[config.mk]
export PLATFORM = sky130hd
export DESIGN_NAME = pfvf_route_table
export DESIGN_NICKNAME = d
export VERILOG_FILES = /design/src/rtl/pfvf_route_table.sv
export SDC_FILE = /design/constraint.sdc
export NUM_CORES = 1
export LEC_CHECK = 0
export ABC_AREA = 1
export BUFFER_PORTS_ARGS = -buffer_cell sky130_fd_sc_hd__buf_2
export CAP_MARGIN = 30
export CORE_ASPECT_RATIO = 0.7
export CORE_MARGIN = 5
export CORE_UTILIZATION = 31
export CTS_CLUSTER_DIAMETER = 60
export DETAILED_ROUTE_END_ITERATION = 7
export PLACE_DENSITY = 0.44
export SYNTH_ARGS = -nofsm -noshare
export SYNTH_HDL_FRONTEND = slang
export SYNTH_SLANG_ARGS = --single-unit
[constraint.sdc]
create_clock -name clk -period 2.28 [get_ports clk]
set_input_delay 0.342 -clock clk [delete_from_list [all_inputs] [get_ports clk]]
set_output_delay 0.342 -clock clk [all_outputs]
set_load 0.02 [all_outputs]
[src/rtl/pfvf_route_table.sv]
// PF/VF-to-port routing table with a two-stage lookup pipeline (match, then priority encode).
// Optional multi-hit detection is built when PFVF_ROUTE_DUP_CHECK_EN is defined.
module pfvf_route_table #(
  parameter int unsigned           NUM_ENTRIES  = 8,
  parameter int unsigned           PF_WIDTH     = 3,
  parameter int unsigned           VF_WIDTH     = 11,
  parameter int unsigned           PORT_WIDTH   = 4,
  parameter logic [PORT_WIDTH-1:0] DEFAULT_PORT = '0,
  localparam int unsigned          IDX_W        = $clog2(NUM_ENTRIES)
) (
  input  logic                  clk,
  input  logic                  rst_n,
  input  logic                  cfg_wr_valid,
  input  logic [IDX_W-1:0]      cfg_wr_idx,
  input  logic                  cfg_wr_en,
  input  logic [PF_WIDTH-1:0]   cfg_wr_pf,
  input  logic [VF_WIDTH-1:0]   cfg_wr_vf,
  input  logic                  cfg_wr_va,
  input  logic [PORT_WIDTH-1:0] cfg_wr_port,
  input  logic                  req_valid,
  output logic                  req_ready,
  input  logic [PF_WIDTH-1:0]   req_pf,
  input  logic [VF_WIDTH-1:0]   req_vf,
  input  logic                  req_va,
  output logic                  rsp_valid,
  input  logic                  rsp_ready,
  output logic                  rsp_hit,
  output logic [IDX_W-1:0]      rsp_idx,
  output logic [PORT_WIDTH-1:0] rsp_port,
  input  logic                  cnt_clr,
  output logic [15:0]           miss_cnt,
  output logic                  dup_err
);

  logic [NUM_ENTRIES-1:0] en_q;
  logic [NUM_ENTRIES-1:0] va_q;
  logic [PF_WIDTH-1:0]    pf_q   [NUM_ENTRIES];
  logic [VF_WIDTH-1:0]    vf_q   [NUM_ENTRIES];
  logic [PORT_WIDTH-1:0]  port_q [NUM_ENTRIES];

  logic                   s1_valid_q;
  logic [NUM_ENTRIES-1:0] s1_vec_q;
  logic [PORT_WIDTH-1:0]  s1_port_q;
  logic                   rsp_valid_q;
  logic                   rsp_hit_q;
  logic [IDX_W-1:0]       rsp_idx_q;
  logic [PORT_WIDTH-1:0]  rsp_port_q;
  logic [15:0]            miss_cnt_q, miss_cnt_d;

  logic                   s1_advance;
  logic                   accept;
  logic                   miss_evt;
  logic [NUM_ENTRIES-1:0] match_vec;
  logic [PORT_WIDTH-1:0]  match_port;
  logic                   enc_hit;
  logic [IDX_W-1:0]       enc_idx;

  assign s1_advance = s1_valid_q & (~rsp_valid_q | rsp_ready);
  assign req_ready  = ~s1_valid_q | s1_advance;
  assign accept     = req_valid & req_ready;
  assign miss_evt   = rsp_valid_q & rsp_ready & ~rsp_hit_q;

  // Table storage; a same-edge lookup sees the old contents since match_vec reads the _q values.
  always_ff @(posedge clk or negedge rst_n) begin
    if (!rst_n) begin
      en_q <= '0;
      va_q <= '0;
      for (int i = 0; i < int'(NUM_ENTRIES); i++) begin
        pf_q[i]   <= '0;
        vf_q[i]   <= '0;
        port_q[i] <= '0;
      end
    end else begin
      for (int i = 0; i < int'(NUM_ENTRIES); i++) begin
        if (cfg_wr_valid && (cfg_wr_idx == IDX_W'(i))) begin
          en_q[i]   <= cfg_wr_en;
          va_q[i]   <= cfg_wr_va;
          pf_q[i]   <= cfg_wr_pf;
          vf_q[i]   <= cfg_wr_vf;
          port_q[i] <= cfg_wr_port;
        end
      end
    end
  end

  // The winning port is captured alongside the vector so later writes cannot alter an
  // in-flight result.
  always_comb begin
    match_vec  = '0;
    match_port = DEFAULT_PORT;
    for (int i = int'(NUM_ENTRIES) - 1; i >= 0; i--) begin
      match_vec[i] = en_q[i] && (pf_q[i] == req_pf) && (va_q[i] == req_va) &&
                     (!req_va || (vf_q[i] == req_vf));
      if (match_vec[i]) begin
        match_port = port_q[i];
      end
    end
  end

  always_comb begin
    enc_hit = 1'b0;
    enc_idx = '0;
    for (int i = int'(NUM_ENTRIES) - 1; i >= 0; i--) begin
      if (s1_vec_q[i]) begin
        enc_hit = 1'b1;
        enc_idx = IDX_W'(i);
      end
    end
  end

  always_ff @(posedge clk or negedge rst_n) begin
    if (!rst_n) begin
      s1_valid_q  <= 1'b0;
      s1_vec_q    <= '0;
      s1_port_q   <= '0;
      rsp_valid_q <= 1'b0;
      rsp_hit_q   <= 1'b0;
      rsp_idx_q   <= '0;
      rsp_port_q  <= '0;
    end else begin
      if (accept) begin
        s1_valid_q <= 1'b1;
        s1_vec_q   <= match_vec;
        s1_port_q  <= match_port;
      end else if (s1_advance) begin
        s1_valid_q <= 1'b0;
      end

      if (s1_advance) begin
        rsp_valid_q <= 1'b1;
        rsp_hit_q   <= enc_hit;
        rsp_idx_q   <= enc_idx;
        rsp_port_q  <= s1_port_q;
      end else if (rsp_ready) begin
        rsp_valid_q <= 1'b0;
      end
    end
  end

  always_comb begin
    miss_cnt_d = miss_cnt_q;
    if (cnt_clr) begin
      miss_cnt_d = '0;
    end else if (miss_evt && (miss_cnt_q != 16'hFFFF)) begin
      miss_cnt_d = miss_cnt_q + 16'd1;
    end
  end

  always_ff @(posedge clk or negedge rst_n) begin
    if (!rst_n) begin
      miss_cnt_q <= '0;
    end else begin
      miss_cnt_q <= miss_cnt_d;
    end
  end

`ifdef PFVF_ROUTE_DUP_CHECK_EN
  logic dup_q, dup_d;
  logic multi_hit;

  // Clearing the lowest set bit leaves something only when two or more bits were set.
  assign multi_hit = |(s1_vec_q & (s1_vec_q - {{(NUM_ENTRIES-1){1'b0}}, 1'b1}));

  always_comb begin
    dup_d = dup_q;
    if (cnt_clr) begin
      dup_d = 1'b0;
    end else if (s1_advance && multi_hit) begin
      dup_d = 1'b1;
    end
  end

  always_ff @(posedge clk or negedge rst_n) begin
    if (!rst_n) begin
      dup_q <= 1'b0;
    end else begin
      dup_q <= dup_d;
    end
  end

  assign dup_err = dup_q;
`else
  assign dup_err = 1'b0;
`endif

  assign rsp_valid = rsp_valid_q;
  assign rsp_hit   = rsp_hit_q;
  assign rsp_idx   = rsp_idx_q;
  assign rsp_port  = rsp_port_q;
  assign miss_cnt  = miss_cnt_q;

endmodule

Yosys cells after proc, flatten, opt, wreduce, memory -nomap -nowiden. Index checks and enable logic that the tools add are counted.

Register bits after elaboration: 198. Input bits: 44. Output and inout port bits: 27. Word-level logic and storage cells: 166.

$add $sub $neg: 1. Equality and inequality tests: 32. Multiplexer cells: 30. Bitwise logic cells: 9. Reduce and logical (&&, ||, !) cells: 46.

Operator list (number): equality test 11 bit (8); logical AND 1 bit (33); 2-to-1 mux 16 bit (2); 2-to-1 mux 4 bit (8); equality test 3 bit (8); 2-to-1 mux 3 bit (8); adder 16 x 1 -> 16 bit (second input constant) (1); != test 16 bit (second input constant) (1); equality test 3 bit (second input constant) (4); 2-to-1 mux 1 bit (12); equality test 1 bit (8); logical OR 1 bit (8); equality test 3 x 2 -> 1 bit (second input constant) (2); nonzero test 2 bit (3); bitwise AND 1 bit (4); equality test 3 x 1 -> 1 bit (second input constant) (1); logical NOT 3 bit (1); inverter 1 bit (3); bitwise OR 1 bit (2); logical NOT 1 bit (1).

Logic depth before layout (Yosys ltp).
Depth after elaboration: 12. Gate-level depth with buffers: 19. Depth with buffers taken out: 18.

Least setup slack after synthesis. Ideal clock, no wire load.

Path type: register -> register. Start: reg miss_cnt_q[0], in the netlist miss_cnt[0]. End: reg miss_cnt_q[13], in the netlist miss_cnt[13]. Library setup time: 119 ps. Arrival time: 1843 ps. Data required time: 2161 ps. Setup slack: 318 ps. Stages on the path, launching flop included: 14. Buffers on the path: 0. Period minus slack after synthesis: 1962 ps. Cell sequence: dfrtp_1 > ha_1 > nand3_1 > nor2_1 > nand3_1 > nand2_1 > nor3_2 > nand2_1 > nor2_1 > nand2_1 > nor2_1 > nand2_1 > o21ai_1 > nor2_1.

Cells in the longest elaborated chain, start to end: 3. Elaborated cells on any way between the ends: 6. Those cells by class: 1 x add/sub; 1 x eq/ne; 2 x mux; 2 x reduce/logical.

Ends and longest elaborated chain: start: declaration (line 48) `logic [15:0] miss_cnt_q, miss_cnt_d;`; start signal: assignment (line 153) `miss_cnt_q <= miss_cnt_d;`; adder 16 x 1 -> 16 bit / != test 16 bit (equally long branches) (line 145, 144); 2-to-1 mux 16 bit / logical AND 1 bit (equally long branches) (line 144) `end else if (miss_evt && (miss_cnt_q != 16'hFFFF)) begin`; 2-to-1 mux 16 bit / nonzero test 2 bit (equally long branches).

Several ways; a longest one is shown, not always the timed one. The select of a mux whose other input is x is not followed. A chain may end at the register's enable or synchronous reset.

Worst setup path in the final report.
Start: reg vf_q[29] in the netlist's numbering. End: reg s1_port_q[2].

Cells in the longest elaborated chain, start to end: 9.

Ends and longest elaborated chain: start: declaration (line 38) `logic [VF_WIDTH-1:0] vf_q [NUM_ENTRIES];`; start signal: indexed assignment (line 79) `vf_q[i] <= cfg_wr_vf;`; equality test 11 bit (line 93) `(!req_va || (vf_q[i] == req_vf));`; logical OR 1 bit (line 93); logical AND 1 bit (line 92) `match_vec[i] = en_q[i] && (pf_q[i] == req_pf) && (va_q[i] == req_va) &&`; 2-to-1 mux 4 bit (6 in series) (line 94) `if (match_vec[i]) begin`; end signal: assignment (line 124) `s1_port_q <= match_port;`; end: declaration (line 43) `logic [PORT_WIDTH-1:0] s1_port_q;`.

No other way between the ends.

==> results.txt <==
Status = finished, final reports clean
Clock sinks = 198
DRT Wirelength = 30,500 um
Crit path time final = 2.11 ns
M1 WL = 17,500 um
Final count of negative-setup-slack endpoints = 0
Largest stage delay on the critical path = 0.44 ns
Slowest CP cell = dfrtp_1
Rel. slew slack = 0.530
CP max FO = 6
Sequential cell area fraction in the yosys report = 0.516
Met3 routed WL = 1530 um
Leak = 5.40 nW
DRT Pass-1 Iters = 5
Final Worst Setup Slack = 0.172 ns
Critical R2R Capture = s1_port_q[2]$_DFFE_PN0P_
Combinational share of power = 0.186
Vias in the first global route = 7,546
Overall Power = 9.34 mW
Layout cells sized above 1 = 0.163
Setup TNS = 0 ns
Power share of the clock group = 0.321
P_sw = 3.00 mW
Io pins = 71
Top Layer Used = met4
Worst r2r path cells = 14
Pwr dens = 829 mW/mm2
Cell Rows = 53
Yosys top cell area share = 0.516
# DRC = 0
Netlist cell types = 47
Hold path depth = 3
Clk_lat worst skew = 0.45 ns
Post-Synthesis Cells = 1,175
Global-route wire length before repair = 47,200 um
Dpl ws = -0.0854 ns
XOR/XNOR Fraction of Synth Area = 0.0401
Htree depth = 4
Post-layout net count = 1,311
DIE WIDTH = 220 um
DR WL/cell = 18.0 um
YS warnings = 0
Vias per cell = 4.77
Synthesized area = 0.00960 mm2
Grt total ovfl = 0
Root buffer cell = clkbuf_16
Largest area contributor in the netlist = dfrtp_1
CP arrival = 2.46 ns
Pins Over Slew Limit = 0
Gr usage total = 0.182
Max frequency = 0.474 GHz
Post-synthesis adder-cell area fraction = 0.00130
Synth Net Count = 1,220
Largest family of logic cells by synthesized area = simple AND/OR/NAND/NOR gates
Die area = 0.0347 mm2
Area delta synth->final = 17.3%
IR drop worst, VDD = 0.489 mV
Worst-case clock buffer depth = 2
Tightest Hold Check Type = input pin to flop
Synth cell count leaders = 339 x nand2_1, 198 x dfrtp_1, 183 x o21ai_0
Unrepaired setup endpoints after global routing = false
Critical Path RT = 2.63 ns
Area contributors post-synth = dfrtp_1 52%, nand2_1 13%, o21ai_0 9.5%
Startpoint types = flop
Critical Path Source = vf_q[29]$_DFFE_PN0P_
FFs w/ async S/R, synth = 1.00
Post-synth EDFFs = 0
Initial antenna violation count = 0
Port bufs = 69
Final hold violation count = 0
RR Startpoint = vf_q[29]$_DFFE_PN0P_
TritonCTS clock tree = yes
Vias = 8,074
Post-CTS setup buffer count = 0
Worst Skew = 0.00937 ns
Worst-path cell chain = xnor2_1 > buf_4 > nand3_1 > nor2_1 > nand3_1 > nand2_2 > nand2_4 > or2_0 > nand3_1 > nand3_1 > nand2_1 > nand2_1 > nand2_1 > nand2_1
Fill cell count = 3,201
Pint = 6.34 mW
Simple-gate portion of the synthesized area = 0.231
Global placer's final weighted congestion = 0.837
Final ANT Viol Nets = 0
Worst setup path end = s1_port_q[2]$_DFFE_PN0P_
Register clock-pin slew on the reported worst setup and hold paths = 0.08 ns
Setup Crit Path Kind = flop to flop
Least-Margin Pin Slew = 0.698 ns
Mean Syn Cell Area = 8.17 um2
Sequential power share = 0.493
Post-synthesis mux area share = 0
CTS buffer count = 17
Worst Setup End Kind = flop
Largest net degree at the start of global routing = 64
Post-DP HPWL = 22,200 um
Initial detailed-routing violation count = 777
Core box area = 0.0303 mm2
Ratio of final minimum period to clock period = 0.924
Max Cap Violations = 0
Switching part of the total power = 0.321
R2r setup slk = 0.17 ns
Wire length on met2 = 11,200 um
Die H = 157 um
Synth Area in Compound Gates = 0.141
Top-count cell post-synth = nand2_1
Commonest register cell after synthesis = dfrtp_1
Initial core utilization = 0.317
Yosys reg bits = 198
## cell type report
type / count / area [um2] / area share
flip-flops and latches: 198 / 4950 / 0.440
multi-input cells: 814 / 4010 / 0.355
repair buffers: 123 / 801 / 0.0711
well taps: 412 / 515 / 0.0458
clock buffers: 19 / 443 / 0.0393
inverters: 112 / 423 / 0.0375
clock inverters: 13 / 120 / 0.0107
diodes: 2 / 5.00 / 0.000444
## per-layer routing
layer	vias up	GRT usage
li1	3990	-
met3	16	0.0346
met4	0	0.0389
met1	3902	0.317
met5	-	0
met2	166	0.222
## what timing repair did
action | CTS | global route
hold endpoints to repair | 58 | 0
resized for setup | 0 | 7
hold buffers | 1 | 0
setup endpoints to repair | 0 | 5
## kinds of logic after synthesis
family          after synthesis
simple gates                518
compound gates              250
flops                       198
buf+inv                     163
xor+xnor                     44
fa+ha+maj                     1
other cells                   1
## cell usage in the layout (no fill, tap or decap), drive strengths merged, types with 10 or more instances in the layout
cell      n
nand2   347
nor3     28
nor2     66
o21ai   196
clkbuf   19
inv     115
nand4    10
nand3    44
dfrtp   198
a21oi    27
xor2     27
buf     122
or2      17
xnor2    17
## worst max-delay path, delay by kind of cell, from the launching register on
kind,cells,cell delay [ns]
DFF,1,0.44
and+or+nand+nor,12,1.18
xor gates and xnor gates,1,0.24
buffers and inverters,1,0.15
## flip-flops by register name, indices dropped and copies added, names as in the netlist
register and flops:
rsp_idx 3, vf_q 88, rsp_port 4, en_q 8
port_q 32, pf_q 24, miss_cnt 16, s1_port_q 4
va_q 8, rsp_hit 1, s1_vec_q 8, s1_valid_q 1
rsp_valid 1
## power groups by stage
stage	clock network, mW	logic (mW)	registers, mW
finish	2.99	1.74	4.61
global route	3.23	2.00	4.68
CTS	3.09	1.75	4.60
detailed placement	0	1.75	4.65
global placement	0	1.73	4.66
floorplan	0	1.10	4.54
## stage by stage
stage / area [um2] / hold WS, ns / std cells / util
global placement: 10700 / 0.355 / 1658 / 0.352
finish: 11300 / 0.114 / 1693 / 0.372
floorplan: 9600 / 0.0464 / 1175 / -
global route: 11300 / 0.0982 / 1691 / 0.372
detailed placement: 10700 / 0.355 / 1658 / 0.352
CTS: 11200 / 0.0800 / 1691 / 0.371
## worst min-delay path by stage
stage | start | end | slack (ns)
floorplan | rst_n | en_q[0]$_DFFE_PN0P_ | 0.05
global placement | rst_n | vf_q[28]$_DFFE_PN0P_ | 0.36
detailed placement | rst_n | vf_q[28]$_DFFE_PN0P_ | 0.35
CTS | cnt_clr | miss_cnt[9]$_DFFE_PN0P_ | 0.08
global route | cnt_clr | miss_cnt[9]$_DFFE_PN0P_ | 0.1
finish | cfg_wr_va | va_q[7]$_DFFE_PN0P_ | 0.11
Power figures use the tool's default switching activity.
